## src/rtl/mc14500_fetch.sv

```systemverilog
// mc14500_fetch: PC owner, four-phase RAM fetch and valid/ready hand-off to the MC14500B ICU.
// Optional FETCH_ACK_SYNC_EN adds a 2-flop synchronizer on mem_ack.
module mc14500_fetch #(
    parameter int DATA_WIDTH = 8,
    parameter int ADDR_WIDTH = 8,
    parameter logic [ADDR_WIDTH-1:0] RESET_PC = '0
) (
    input  logic                  clk,
    input  logic                  reset,
    output logic [ADDR_WIDTH-1:0] read_address,
    output logic                  mem_req,
    input  logic                  mem_ack,
    input  logic [DATA_WIDTH-1:0] mem_data,
    output logic                  instr_valid,
    input  logic                  instr_ready,
    output logic [3:0]            instr_opcode,
    output logic [DATA_WIDTH-5:0] instr_operand,
    output logic [ADDR_WIDTH-1:0] instr_address
);
    typedef enum logic [2:0] {IDLE, REQ, CAPTURE, RELEASE, PRESENT} state_t;
    localparam logic [3:0] OP_JMP = 4'hC;
    state_t                state_q, state_d;
    logic [ADDR_WIDTH-1:0] pc_q, pc_d;
    logic                  mem_req_q, mem_req_d;
    logic                  valid_q, valid_d;
    logic [3:0]            opcode_q, opcode_d;
    logic [DATA_WIDTH-5:0] operand_q, operand_d;
    logic [ADDR_WIDTH-1:0] address_q, address_d;
    logic                  ack_s;
`ifdef FETCH_ACK_SYNC_EN
    logic [1:0] ack_sync_q;
    always_ff @(posedge clk) begin
        ack_sync_q <= reset ? 2'b00 : {ack_sync_q[0], mem_ack};
    end
    assign ack_s = ack_sync_q[1];
`else
    assign ack_s = mem_ack;
`endif
    always_comb begin
        state_d   = state_q;
        pc_d      = pc_q;
        mem_req_d = mem_req_q;
        valid_d   = valid_q;
        opcode_d  = opcode_q;
        operand_d = operand_q;
        address_d = address_q;
        case (state_q)
            IDLE: if (!ack_s) begin
                state_d   = REQ;
                mem_req_d = 1'b1;
            end
            REQ: if (ack_s) state_d = CAPTURE;
            CAPTURE: begin
                opcode_d  = mem_data[DATA_WIDTH-1 -: 4];
                operand_d = mem_data[DATA_WIDTH-5:0];
                address_d = pc_q;
                mem_req_d = 1'b0;
                state_d   = RELEASE;
            end
            RELEASE: if (!ack_s) begin
                state_d = PRESENT;
                valid_d = 1'b1;
            end
            PRESENT: if (instr_ready) begin
                valid_d   = 1'b0;
                mem_req_d = 1'b1;
                state_d   = REQ;
                // JMP target is the operand cast to PC width (zero-extend or truncate)
                pc_d      = (opcode_q == OP_JMP) ? ADDR_WIDTH'(operand_q) : pc_q + ADDR_WIDTH'(1);
            end
            default: begin
                state_d   = IDLE;
                mem_req_d = 1'b0;
                valid_d   = 1'b0;
            end
        endcase
    end
    always_ff @(posedge clk) begin
        if (reset) begin
            state_q   <= IDLE;
            pc_q      <= RESET_PC;
            mem_req_q <= 1'b0;
            valid_q   <= 1'b0;
            opcode_q  <= '0;
            operand_q <= '0;
            address_q <= '0;
        end else begin
            state_q   <= state_d;
            pc_q      <= pc_d;
            mem_req_q <= mem_req_d;
            valid_q   <= valid_d;
            opcode_q  <= opcode_d;
            operand_q <= operand_d;
            address_q <= address_d;
        end
    end
    assign read_address  = pc_q;
    assign mem_req       = mem_req_q;
    assign instr_valid   = valid_q;
    assign instr_opcode  = opcode_q;
    assign instr_operand = operand_q;
    assign instr_address = address_q;
endmodule

```

## config.mk

```make
export PLATFORM = sky130hd
export DESIGN_NAME = mc14500_fetch
export DESIGN_NICKNAME = d
export VERILOG_FILES = /design/src/rtl/mc14500_fetch.sv
export SDC_FILE = /design/constraint.sdc
export NUM_CORES = 1
export LEC_CHECK = 0
export BUFFER_PORTS_ARGS = -buffer_cell sky130_fd_sc_hd__buf_2
export CAP_MARGIN = 20
export CELL_PAD_IN_SITES_DETAIL_PLACEMENT = 1
export CELL_PAD_IN_SITES_GLOBAL_PLACEMENT = 2
export CORE_ASPECT_RATIO = 1.75
export CORE_MARGIN = 5
export CORE_UTILIZATION = 26
export DETAILED_ROUTE_END_ITERATION = 10
export MAX_ROUTING_LAYER = met4
export PLACE_DENSITY = 0.82
export SKIP_LAST_GASP = 1
export SYNTH_ARGS = -nofsm -noshare
export SYNTH_HDL_FRONTEND = slang
export SYNTH_SLANG_ARGS = --single-unit
```

## constraint.sdc

```tcl
create_clock -name clk -period 1.15 [get_ports clk]
set_input_delay 0.115 -clock clk [delete_from_list [all_inputs] [get_ports clk]]
set_output_delay 0.115 -clock clk [all_outputs]
set_load 0.02 [all_outputs]
```

==> results of run 1 <==
## layout make-up
cell class	instances	share of cell area
Multi-Input combinational cell	120	0.3974
Sequential cell	29	0.2908
Timing Repair Buffer	69	0.2366
Clock buffer	5	0.03311
Inverter	2	0.003612
Tap cell	54	0.03251
Clock inverter	3	0.006020
## timing repair
item,4_1_cts,5_1_grt
gates cloned,2,0
pin swaps,1,6
resized for setup,12,19
setup buffers,4,3
setup endpoints to repair,25,26
## routing by layer
metal,vias up,track usage,share of wire
met2,26,0.2482,0.56
met3,7,0.02685,0.032
met5,-,-,0
li1,703,-,-
met4,0,0.06114,0.021
met1,702,0.1437,0.38
## flip-flops by register name (all words and copies together) (netlist names)
register       flops
instr_operand      4
instr_address      8
instr_valid        1
instr_opcode       4
read_address       8
state_q            3
mem_req            1
## worst paths after layout
kind | endpoint | slack, ns
max | read_address[4]$_SDFFE_PP0P_ | -0.10
min reg2reg | instr_address[2]$_SDFFE_PP0N_ | 0.46
min | instr_opcode[0]$_SDFFE_PP0N_ | 0.06
max reg2reg | read_address[4]$_SDFFE_PP0P_ | -0.10
## cells in the mapped netlist (3+ instances only)
master	n
a21oi_1	17
buf_2	7
dfxtp_1	29
mux2i_1	7
nand2_1	36
nand2b_1	5
nand3_1	3
nor2_1	10
nor2b_1	5
nor3_1	6
o21ai_0	8
## cells by family (layout without fill, tap and decap cells)
| family | Yosys count | count (layout) | synth area share |
|---|---|---|---|
| adder cells (fa/ha/maj) | 1 | 1 | 0.009353 |
| AO/OA/AOI/OAI | 37 | 37 | 0.1768 |
| multiplexers | 7 | 7 | 0.05239 |
| AND/OR/NAND/NOR | 74 | 75 | 0.2816 |
| flip-flops | 29 | 29 | 0.4341 |
| buffers and inverters | 13 | 79 | 0.04584 |
## power breakdown
| group | internal [mW] | switching (mW) |
|---|---|---|
| combinational | 0.120 | 0.124 |
| clock | 0.406 | 0.402 |
| sequential | 1.02 | 0.0207 |
## worst max-delay path, stage by stage, from the launching register on
cell and delay [ns]:
dfxtp_4 0.36, ha_4 0.14, nand3_2 0.08, or3_4 0.37, a221oi_2 0.21
## through the flow
step                      utilization  setup slack (ns)  hold slack, ns  power, mW  setup TNS (ns)
after floorplan                     -           -0.1097          0.2435      1.179         -0.5308
after global placement         0.3575          -0.07165          0.3490      1.253         -0.5858
after detailed placement       0.3575           -0.1329          0.3519      1.259          -1.505
after CTS                      0.3954           -0.1011         0.05371      2.093         -0.9828
after global routing           0.4175           -0.1313         0.06492      2.173          -2.335
final                          0.4175           -0.1046         0.06126      2.090         -0.7395
==> qor.txt, run 1 <==
Critical Setup Path Class - flop to flop
Final antenna-violating net count - 0
Cell Rows - 34
Leading register cell type out of synthesis - dfxtp_1
Number of enable-type register cells in the synthesized netlist - 0
Area delta synth->final - 55.38%
Width of the chip - 64.22 um
Highest-count cells in the layout ignoring fill and taps - buf_2 (37), nand2_1 (35), buf_4 (21)
Post-synthesis cell type count - 33
Maximum number of pins on one net before global-route repair - 26
Flop and latch count out of synthesis - 29
Total placed instance area - 1779 sq um
IO buf count - 37
Cell depth of the worst flop-to-flop path - 4
Number of standard cells in the layout, taps in and fillers out - 282
Final period util - 1.091
Kind of start point of the critical path - flop
Multi-input gate area - 825.8 sq um
Iteration-0 DRC count of the detailed router - 16
TritonCTS clock tree - built
Reg2reg start - read_address[0]$_SDFFE_PP0P_
Worst-path maximum fanout - 2
Setup repair after global routing missed its margin - true
Core Box Area - 4977 sq um
Max-cap violation count - 0
Critical path data required time - 1.36 ns
Static Leakage - 0.8273 nW
Total Routed Length - 4.502 mm
Final setup violation count - 22
Area of the mapped netlist - 1338 sq um
Critical path data arrival time - 1.46 ns
Fraction of final layout cells with drive strength greater than 1 - 0.4649
Least setup slack across all paths after layout - -0.1046 ns
Maximum root-to-sink buffer count - 2
Detailed-router iteration count before antenna repair - 2
Post-route cell area - 2078 sq um
Hold crit path type - input port to flop
H-tree depth reported by CTS - 2
Register area - 604.3 sq um
Synth top area share - 0.4341
Yosys top cell by area - dfxtp_1
Effective utilization at floorplan - 0.2687
Number of buffers created by CTS - 5
First-pass GRT wire length - 7.293 mm
Sequential-to-total area share from yosys stat - 0.4341
Avg WL per Cell - 15.96 um
Count of boundary I/O pins - 38
Via count - 1438
Violations in the final reports - setup timing
Die span in y - 104.9 um
Pwr per Cell Area - 1006 nW/um^2
Total track usage - 0.1392
Remaining DRCs - 0
DP HPWL - 3.026 mm
Proportion of register bits with asynchronous set or reset after synthesis - 0
Clock latency on the worst-skew pair - 0.29 ns
Count of yosys warnings during synthesis - 0
Final RePlAce weighted congestion - 0.7254
Slew at the pin closest to its max-slew limit - 0.5270 ns
Number of hold-slack violations in the final timing report - 0
Worst hold path stage count - 3
Post-Synthesis Net Count - 174
Most common library cell in the layout ignoring fill and taps - buf_2
Worst slew margin - 0.6486
NumNets Final - 240
GR Overflow Total - 0
Result of the run - finished with violations
Largest cells by area after synthesis - dfxtp_1 (43%), nand2_1 (10%), a21oi_1 (6.4%)
Final Max Tran Viols - 0
Number of filler instances in the final layout - 592
Period minus WS final - 1.255 ns
Via/cell ratio - 5.099
Total die area - 6735 sq um
Cells after Synth - 161
Worst IR Drop VDD - 0.6667 mV
Fmax - 797.0 MHz
Worst Hold Launch - mem_data[4]
Root buffer cell - clkbuf_8
CTS Sinks - 29
Critical path launch point - read_address[0]$_SDFFE_PP0P_
Number of global-route vias before repair - 1517
Synthesized area per cell - 8.308 sq um
Number of antenna violations at the first check in global routing - 0
Post-cts hold buffer count - 0
Setup skew after layout - 0.01065 ns
Capturing element type of the critical path - flop
Clk slew on worst S/H paths - 0.07 ns
Inserted Diodes - 0
Placed cells - 265
(Power assumes the default switching activity.)
==> run 2: changes to the inputs <==
- SETUP_SLACK_MARGIN: default -> 0.05
==> run 2 against run 1 <==
  * The flow still finishes with violations (setup timing)
  * Global-route usage fell by 0.34 points
  * Combinational power fell by 2%
  * Die area did not move
  * Critical path type unchanged
==> qor.txt, run 2 (synthesis results as in run 1) <==
Kind of start point of the critical path - flop (unchanged)
Register area - 603.1 sq um (was 604.3 sq um)
Number of global-route vias before repair - 1441 (was 1517)
Die span in y - 104.9 um (unchanged)
Root buffer cell - clkbuf_8 (unchanged)
Area delta synth->final - 51.26% (was 55.38%)
Pwr per Cell Area - 1037 nW/um^2 (was 1006 nW/um^2)
Setup skew after layout - 0.009878 ns (was 0.01065 ns)
Final setup violation count - 26 (was 22)
Capturing element type of the critical path - flop (unchanged)
Total die area - 6735 sq um (unchanged)
Hold crit path type - input port to flop (unchanged)
CTS Sinks - 29 (unchanged)
Final antenna-violating net count - 0 (unchanged)
Internal portion of total power - 1.554 mW (was 1.543 mW)
Remaining DRCs - 0 (unchanged)
TritonCTS clock tree - built (unchanged)
Number of filler instances in the final layout - 604 (was 592)
NumNets Final - 235 (was 240)
Largest stage delay, worst path - 0.35 ns (was 0.37 ns)
Fraction of final layout cells with drive strength greater than 1 - 0.4798 (was 0.4649)
Critical-path cell list - nand4bb_4, or3_1, a221oi_2 (was ha_4, nand3_2, or3_4, a221oi_2)
Inserted Diodes - 0 (unchanged)
Power dissipated by switching net loads - 0.5444 mW (was 0.5469 mW)
Worst-path maximum fanout - 5 (was 2)
Maximum number of pins on one net before global-route repair - 27 (was 26)
Avg WL per Cell - 15.69 um (was 15.96 um)
Critical Setup Path Class - flop to flop (unchanged)
Length of routed met3 wiring - 168 um (was 144 um)
Overall power after layout - 2.098 mW (was 2.090 mW)
Total Routed Length - 4.347 mm (was 4.502 mm)
Total track usage - 0.1358 (was 0.1392)
Width of the chip - 64.22 um (unchanged)
Power share of the combinational group - 0.114 (was 0.117)
Met2 wirelength from detailed routing - 2.320 mm (was 2.543 mm)
Final-layout setup total negative slack - -1.238 ns (was -0.7395 ns)
Effective utilization at floorplan - 0.2687 (unchanged)
Final period util - 1.100 (was 1.091)
Count of boundary I/O pins - 38 (unchanged)
Crit-path slowest cell - dfxtp_2 (was or3_4)
GR Overflow Total - 0 (unchanged)
Sequential group share of total power - 0.494 (was 0.497)
Least setup slack across all paths after layout - -0.1146 ns (was -0.1046 ns)
Static Leakage - 0.8225 nW (was 0.8273 nW)
Number of hold-slack violations in the final timing report - 0 (unchanged)
Clk slew on worst S/H paths - 0.07 ns (about the same)
Number of standard cells in the layout, taps in and fillers out - 277 (was 282)
Highest-count cells in the layout ignoring fill and taps - buf_2 (37), nand2_1 (23), dfxtp_1 (19) (was buf_2 (37), nand2_1 (35), buf_4 (21))
Slack of the worst reg-to-reg path - -0.11 ns (was -0.10 ns)
Worst slew margin - 0.6490 (was 0.6486)
Switching part of the total - 0.2595 (was 0.2617)
Most common library cell in the layout ignoring fill and taps - buf_2 (unchanged)
Max-cap violation count - 0 (unchanged)
Worst IR Drop VDD - 0.7510 mV (was 0.6667 mV)
Highest metal layer with signal wires - met4 (unchanged)
Clock latency on the worst-skew pair - 0.29 ns (about the same)
Via count - 1401 (was 1438)
Critical path data arrival time - 1.46 ns (about the same)
Iteration-0 DRC count of the detailed router - 12 (was 16)
Maximum root-to-sink buffer count - 2 (unchanged)
Core Box Area - 4977 sq um (unchanged)
IO buf count - 37 (unchanged)
Multi-input gate area - 817.0 sq um (was 825.8 sq um)
DP HPWL - 2.936 mm (was 3.026 mm)
Clk pwr share - 0.391 (was 0.387)
Via/cell ratio - 5.058 (was 5.099)
Number of antenna violations at the first check in global routing - 0 (unchanged)
Cell Rows - 34 (unchanged)
Dominant delay contributor by cell family on the critical path - simple AND/OR/NAND/NOR gates (unchanged)
Final Max Tran Viols - 0 (unchanged)
Hold Worst Slack - 0.05676 ns (was 0.06126 ns)
Detailed-router iteration count before antenna repair - 4 (was 2)
Final Util - 0.4065 (was 0.4175)
Setup repair after global routing missed its margin - true (unchanged)
Final RePlAce weighted congestion - 0.7982 (was 0.7254)
First-pass GRT wire length - 7.134 mm (was 7.293 mm)
Critical path data required time - 1.34 ns (was 1.36 ns)
Total buffers and inverters traversed by the critical path - 0 (unchanged)
Result of the run - finished with violations (unchanged)
Length of routed wiring on met1 - 1.789 mm (was 1.720 mm)
Placed cells - 262 (was 265)
Fmax - 790.8 MHz (was 797.0 MHz)
H-tree depth reported by CTS - 2 (unchanged)
Violations in the final reports - setup timing (unchanged)
Period minus WS final - 1.265 ns (was 1.255 ns)
Slew at the pin closest to its max-slew limit - 0.5265 ns (was 0.5270 ns)
Number of buffers created by CTS - 5 (unchanged)
## run 2: changes by cell type in the layout (fill, tap and decap cells not counted), sizes merged
| cell | change |
|---|---|
| clkbuf | +2 |
| clkinv | -2 |
| buf | -5 |
## run 2: routing by layer
metal	up-vias	track usage
met4	0	0.04367
li1	686	-
met2	24	0.2338
met3	8	0.03652
met1	683	0.1486
met5	-	-
## run 2: worst paths after layout
kind                                  from                             to  depth (start not counted)
max                state_q[0]$_SDFFE_PP0P_   read_address[4]$_SDFFE_PP0P_                          3
min                            mem_data[7]   instr_opcode[3]$_SDFFE_PP0N_                          3
max reg2reg        state_q[0]$_SDFFE_PP0P_   read_address[4]$_SDFFE_PP0P_                          3
min reg2reg  instr_address[7]$_SDFFE_PP0N_  instr_address[7]$_SDFFE_PP0N_                          2
## run 2: power by group through the flow
| stage | Sequential (mW) | Combinational (mW) | Clock, mW |
|---|---|---|---|
| after floorplan | 1.07 | 0.109 | 0 |
| after global placement | 1.05 | 0.197 | 0 |
| after detailed placement | 1.06 | 0.200 | 0 |
| after CTS | 1.04 | 0.225 | 0.848 |
| after global routing | 1.04 | 0.259 | 0.907 |
| final | 1.04 | 0.240 | 0.821 |
## run 2: worst min-delay path: stages
cell,delay [ns]
buf_2,0.10
nand2_1,0.05
a21oi_1,0.05
## run 2: what timing repair did
action,in CTS,in global routing
buffers inserted,3,2
resized for setup,23,12
setup endpoints to repair,25,31
pin swaps,19,8
cloned,2,0
hold buffers,0,0
## run 2: metrics by stage
step                setup slack, ns  area (sq um)
CTS                         -0.1099          1964
detailed placement          -0.1092          1772
global route                -0.1636          2023
global placement           -0.06636          1772
finish                      -0.1146          2023
floorplan                   -0.1097          1434
## run 2: cell type report
| cell class | instances | share of cell area |
|---|---|---|
| inverter | 2 | 0.003711 |
| multi-input combinational | 120 | 0.4038 |
| clock inverter | 1 | 0.002474 |
| timing repair buffer | 64 | 0.2208 |
| tap | 54 | 0.03340 |
| clock buffer | 7 | 0.03772 |
| sequential | 29 | 0.2981 |
